`config.mk`:
```
export PLATFORM = sky130hd
export DESIGN_NAME = code_decoder
export DESIGN_NICKNAME = d
export VERILOG_FILES = /design/src/rtl/code_decoder_pkg.sv /design/src/rtl/pulse_timer.sv /design/src/rtl/code_decoder.sv
export SDC_FILE = /design/constraint.sdc
export NUM_CORES = 1
export LEC_CHECK = 0
export CORE_AREA = 2 2 39 41
export DETAILED_ROUTE_END_ITERATION = 16
export DIE_AREA = 0 0 41 43
export GPL_TIMING_DRIVEN = 0
export MAX_ROUTING_LAYER = met4
export PLACE_DENSITY_LB_ADDON = 0.12
export SYNTH_ARGS = -nofsm -noshare
export SYNTH_HDL_FRONTEND = slang
export SYNTH_HIERARCHICAL = 1
export SYNTH_SLANG_ARGS = --single-unit
```
`constraint.sdc`:
```
create_clock -name clk -period 3.8 [get_ports clk]
set_clock_uncertainty 0.1 [all_clocks]
set_input_delay 0.38 -clock clk [delete_from_list [all_inputs] [get_ports clk]]
set_output_delay 0.38 -clock clk [all_outputs]
set_load 0.02 [all_outputs]
```
`src/rtl/code_decoder_pkg.sv`:
```
// Shared constants for the code decoder: state encoding, bus widths and the
// code-to-line decode helper.
package code_decoder_pkg;

    localparam int LINE_W = 4;
    localparam int CODE_W = 2;
    localparam int ST_W   = 2;

    localparam logic [ST_W-1:0] ST_IDLE  = 2'd0;
    localparam logic [ST_W-1:0] ST_DRIVE = 2'd1;
    localparam logic [ST_W-1:0] ST_GAP   = 2'd2;

    function automatic logic [LINE_W-1:0] decode_code(input logic [CODE_W-1:0] c);
        logic [LINE_W-1:0] onehot;
        onehot    = '0;
        onehot[c] = 1'b1;
        return onehot;
    endfunction

endpackage

```
`src/rtl/pulse_timer.sv`:
```
// Load/decrement down-counter shared by the DRIVE and GAP phases; it saturates
// at zero and reports done while the count is zero.
module pulse_timer #(
    parameter int W = 2
) (
    input  logic         clk,
    input  logic         rst_n,
    input  logic         load,
    input  logic [W-1:0] value,
    output logic         done
);

    logic [W-1:0] count;

    always_ff @(posedge clk or negedge rst_n) begin
        if (!rst_n) begin
            count <= '0;
        end else if (load) begin
            count <= value;
        end else if (count != '0) begin
            count <= count - W'(1);
        end
    end

    assign done = (count == '0);

endmodule

```
`src/rtl/code_decoder.sv`:
```
// Two-bit code to one-hot pulse decoder with a fixed pulse length and a
// post-pulse guard gap. Optional parity check enabled by CODE_DECODER_PARITY_EN.
module code_decoder
    import code_decoder_pkg::*;
#(
    parameter int PULSE_LEN = 3,
    parameter int GAP_LEN   = 2
) (
    input  logic              clk,
    input  logic              rst_n,
    input  logic [CODE_W-1:0] code,
    input  logic              code_valid,
`ifdef CODE_DECODER_PARITY_EN
    input  logic              code_par,
    output logic              par_err,
`endif
    output logic              code_ready,
    output logic [LINE_W-1:0] line,
    output logic              busy
);

    localparam int MAX_LEN = (PULSE_LEN > GAP_LEN) ? PULSE_LEN : GAP_LEN;
    localparam int CNT_W   = $clog2(MAX_LEN + 1);

    // Phases last load+1 cycles, since done is seen in the cycle the count reaches zero.
    localparam logic [CNT_W-1:0] PULSE_LOAD = CNT_W'(PULSE_LEN - 1);
    localparam logic [CNT_W-1:0] GAP_LOAD   = CNT_W'((GAP_LEN > 0) ? GAP_LEN - 1 : 0);

    logic [ST_W-1:0]  state;
    logic [ST_W-1:0]  next_state;
    logic             accept;
    logic             par_ok;
    logic             timer_load;
    logic [CNT_W-1:0] timer_value;
    logic             timer_done;

`ifdef CODE_DECODER_PARITY_EN
    assign par_ok = ~(^{code, code_par});
`else
    assign par_ok = 1'b1;
`endif

    // code_ready is only ever high in IDLE, so it alone qualifies acceptance.
    assign accept = code_valid & code_ready;

    always_comb begin
        next_state  = state;
        timer_load  = 1'b0;
        timer_value = '0;
        case (state)
            ST_IDLE: begin
                if (accept && par_ok) begin
                    next_state  = ST_DRIVE;
                    timer_load  = 1'b1;
                    timer_value = PULSE_LOAD;
                end
            end
            ST_DRIVE: begin
                if (timer_done) begin
                    timer_load = 1'b1;
                    if (GAP_LEN > 0) begin
                        next_state  = ST_GAP;
                        timer_value = GAP_LOAD;
                    end else begin
                        next_state = ST_IDLE;
                    end
                end
            end
            ST_GAP: begin
                if (timer_done) begin
                    next_state = ST_IDLE;
                    timer_load = 1'b1;
                end
            end
            default: begin
                next_state = ST_IDLE;
                timer_load = 1'b1;
            end
        endcase
    end

    pulse_timer #(
        .W(CNT_W)
    ) u_timer (
        .clk   (clk),
        .rst_n (rst_n),
        .load  (timer_load),
        .value (timer_value),
        .done  (timer_done)
    );

    always_ff @(posedge clk or negedge rst_n) begin
        if (!rst_n) begin
            state      <= ST_IDLE;
            code_ready <= 1'b0;
            line       <= '0;
        end else begin
            state      <= next_state;
            code_ready <= (next_state == ST_IDLE);
            if (state == ST_IDLE && next_state == ST_DRIVE) begin
                line <= decode_code(code);
            end else if (next_state != ST_DRIVE) begin
                line <= '0;
            end
        end
    end

`ifdef CODE_DECODER_PARITY_EN
    always_ff @(posedge clk or negedge rst_n) begin
        if (!rst_n) begin
            par_err <= 1'b0;
        end else begin
            par_err <= accept & ~par_ok;
        end
    end
`endif

    assign busy = (state != ST_IDLE);

endmodule
```
==> metrics.md <==
| Metric | Value |
|---|---|
| Async S/R FF share, synth | `100%` |
| Top FF cell, synth | `dfrtp_1` |
| Fin cells | `82` |
| Resize count post-CTS | `0` |
| Crit. End Element | `primary output` |
| DP Worst Slack | `1.73 ns` |
| Synth cell types | `23` |
| Yosys reg bits | `9` |
| Setup bufs post-CTS | `0` |
| Initial DRC count | `4` |
| Crit path kind | `register to primary output` |
| Synth top area share | `41.6%` |
| RSZ-0062 raised after global routing | `false` |
| Max-cap violations | `0` |
| Initial antenna violation count | `0` |
| Power Internal | `0.309 mW` |
| Die width | `41 um` |
| Slew Limit Fails | `0` |
| Vias in the first global route | `384` |
| Leakage Power | `0.331 nW` |
| Vias/cell | `4.87` |
| Reg power frac | `30.1%` |
| H-Tree Depth | `1` |
| Startpoint Class | `register` |
| Gate power share | `55.4%` |
| CTS Buffer Depth | `2` |
| CTS tree | `yes` |
| Num CTS Buffers | `3` |
| Fmax | `0.423 GHz` |
| Layout cell share with drive strength beyond 1 | `15.2%` |
| Post-Syn Area per Cell | `10.4 um2` |
| Worst r2r src | `state[0]` |
| CTS clk-pin slew, worst paths | `0.07 ns` |
| First-pass DRT Iterations | `3` |
| HP Class | `primary input to asynchronous set/reset pin` |
| Critical path origin | `state[0]` |
| Final setup margin | `1.44 ns` |
| Area contributors post-synth | `dfrtp_1 (42%), ha_1 (14%), inv_1 (4.8%)` |
| Sw Pwr | `0.203 mW` |
| Sequential area share after synthesis | `41.6%` |
| CP Max Fanout | `8` |
| Post-layout minimum cycle time | `2.36 ns` |
| Avg WL per Cell | `12.1 um` |
| Buffers on Ports | `10` |
| Required @ worst endpoint | `3.32 ns` |
| Synth-to-Final Area Change | `27.0%` |
| Clk sinks | `9` |
| Placed insts | `78` |
| Routed via count | `399` |
| Routability Congestion | `0.639` |
| Synth cell count leaders | `dfrtp_1 (9), inv_1 (7), ha_1 (6)` |
| Sw Share | `39.7%` |
| Post-synth top area cell | `dfrtp_1` |
| I/O pin cnt | `11` |
| Post-route antenna net violation count | `0` |
| Clock latency on the worst-skew pair | `0.26 ns` |
| Power per cell area | `744 nW/um2` |
| Worst EP arrival | `1.88 ns` |
| Clk network pwr share | `14.4%` |
| Largest net degree at the start of global routing | `10` |
| Syn nets | `63` |
| DRC Markers | `0` |
| Antenna cells | `0` |
| Endpoints failing setup | `0` |
| Hold_buf cts | `0` |
| Number of flops mapped to enable cells by yosys | `0` |
| Status | `complete, no violations` |
| First-pass GRT wire length | `1690 um` |
| Root Buffer | `clkbuf_4` |
| Crit share post-route | `62.2%` |
| Final wirelength | `991 um` |
| Synth Warn # | `6` |
| Grt ovf | `0` |
| Die height | `43 um` |
| DIE AREA | `1760 um2` |
| Maximum vdd drop | `316 uV` |
| DP Wirelength | `779 um` |
| Mapped cell area | `542 um2` |
| Final setup TNS | `0 ns` |
| Final Hold Viols | `0` |
| GR Util All Layers | `14.7%` |
| Cell with the most instances after synthesis | `dfrtp_1` |
| Syn Inst Count | `52` |
| Max_slew headroom | `71.9%` |
| Worst-margin pin slew | `0.420 ns` |
| Initial Utilization | `39.2%` |
| FP Rows | `14` |
| # nets final | `78` |
| Core Region | `1380 um2` |
area by class of cell:
cell class | count | area [um2]
Inverter | 7 | 26.3
Fill cell | 140 | 696
Clock buffer | 4 | 26.3
Tap cell | 16 | 20.0
Multi-Input combinational cell | 36 | 290
Sequential cell | 9 | 225
Timing Repair Buffer | 10 | 100
worst paths after layout:
check / end / slack, ns / cells after the start
max reg2reg: u_timer/count[1] / 1.95 / 5
max in group asynchronous: line[0] / 2.98 / 1
min: u_timer/count[0] / 0.32 / 1
min in group clk: line[3] / 0.47 / 2
min reg2reg: line[3] / 0.47 / 2
max: busy / 1.44 / 4
logic make-up (layout without fill, tap and decap cells):
kind of cell / after synthesis / count (layout) / share of synthesized area (%)
fa+ha+maj: 6 / 6 / 13.9
simple gates: 16 / 16 / 19.9
compound gates: 13 / 13 / 18.2
xor+xnor: 1 / 1 / 1.62
flops: 9 / 9 / 41.6
buf+inv: 7 / 21 / 4.85
sequential cells by signal, indices dropped and copies added (netlist names):
| register | count |
|---|---|
| code_ready | 1 |
| line | 4 |
| state | 2 |
| u_timer/count | 2 |
metal layers:
metal / track usage [%] / vias to the layer above / wire length (um)
met2: 19.4 / 8 / 447
li1: - / 210 / -
met5: - / - / 0
met4: 6.00 / 0 / 5
met1: 19.7 / 179 / 490
met3: 5.76 / 2 / 47
cell usage in the layout (no fill, tap or decap), types with 2 or more instances in the layout:
master / netlist / layout
o31a_1: 2 / 2
a21boi_1: 2 / 2
and3b_2: 2 / 2
clkdlybuf4s50_1: 0 / 10
and2_1: 2 / 2
nor3_1: 4 / 4
clkbuf_4: 0 / 3
inv_1: 7 / 7
ha_1: 6 / 6
a21oi_1: 4 / 4
dfrtp_1: 9 / 9
power by group through the flow:
stage	Sequential (mW)	Clock, mW	Combinational (mW)
floorplan	0.171	0	0.186
global placement	0.155	0	0.287
detailed placement	0.157	0	0.290
CTS	0.155	0.0770	0.290
global route	0.159	0.0836	0.318
finish	0.154	0.0740	0.284
metrics by stage:
step           utilization, %  hold slack (ns)  power, mW  area [um2]
2_1_floorplan               -          -0.0156      0.357         542
3_3_place_gp             47.8            0.465      0.443         662
3_5_place_dp             47.8            0.475      0.446         662
4_1_cts                  49.7            0.342      0.522         688
5_1_grt                  49.7            0.363      0.560         688
6_report                 49.7            0.317      0.512         688
worst max-delay path, stage by stage, from the launching register on:
cell             delay (ns)
dfrtp_1                0.44
inv_1                  0.09
ha_1                   0.30
inv_1                  0.17
clkdlybuf4s50_1        0.63
Note: power is estimated with default switching activity, not from simulation.
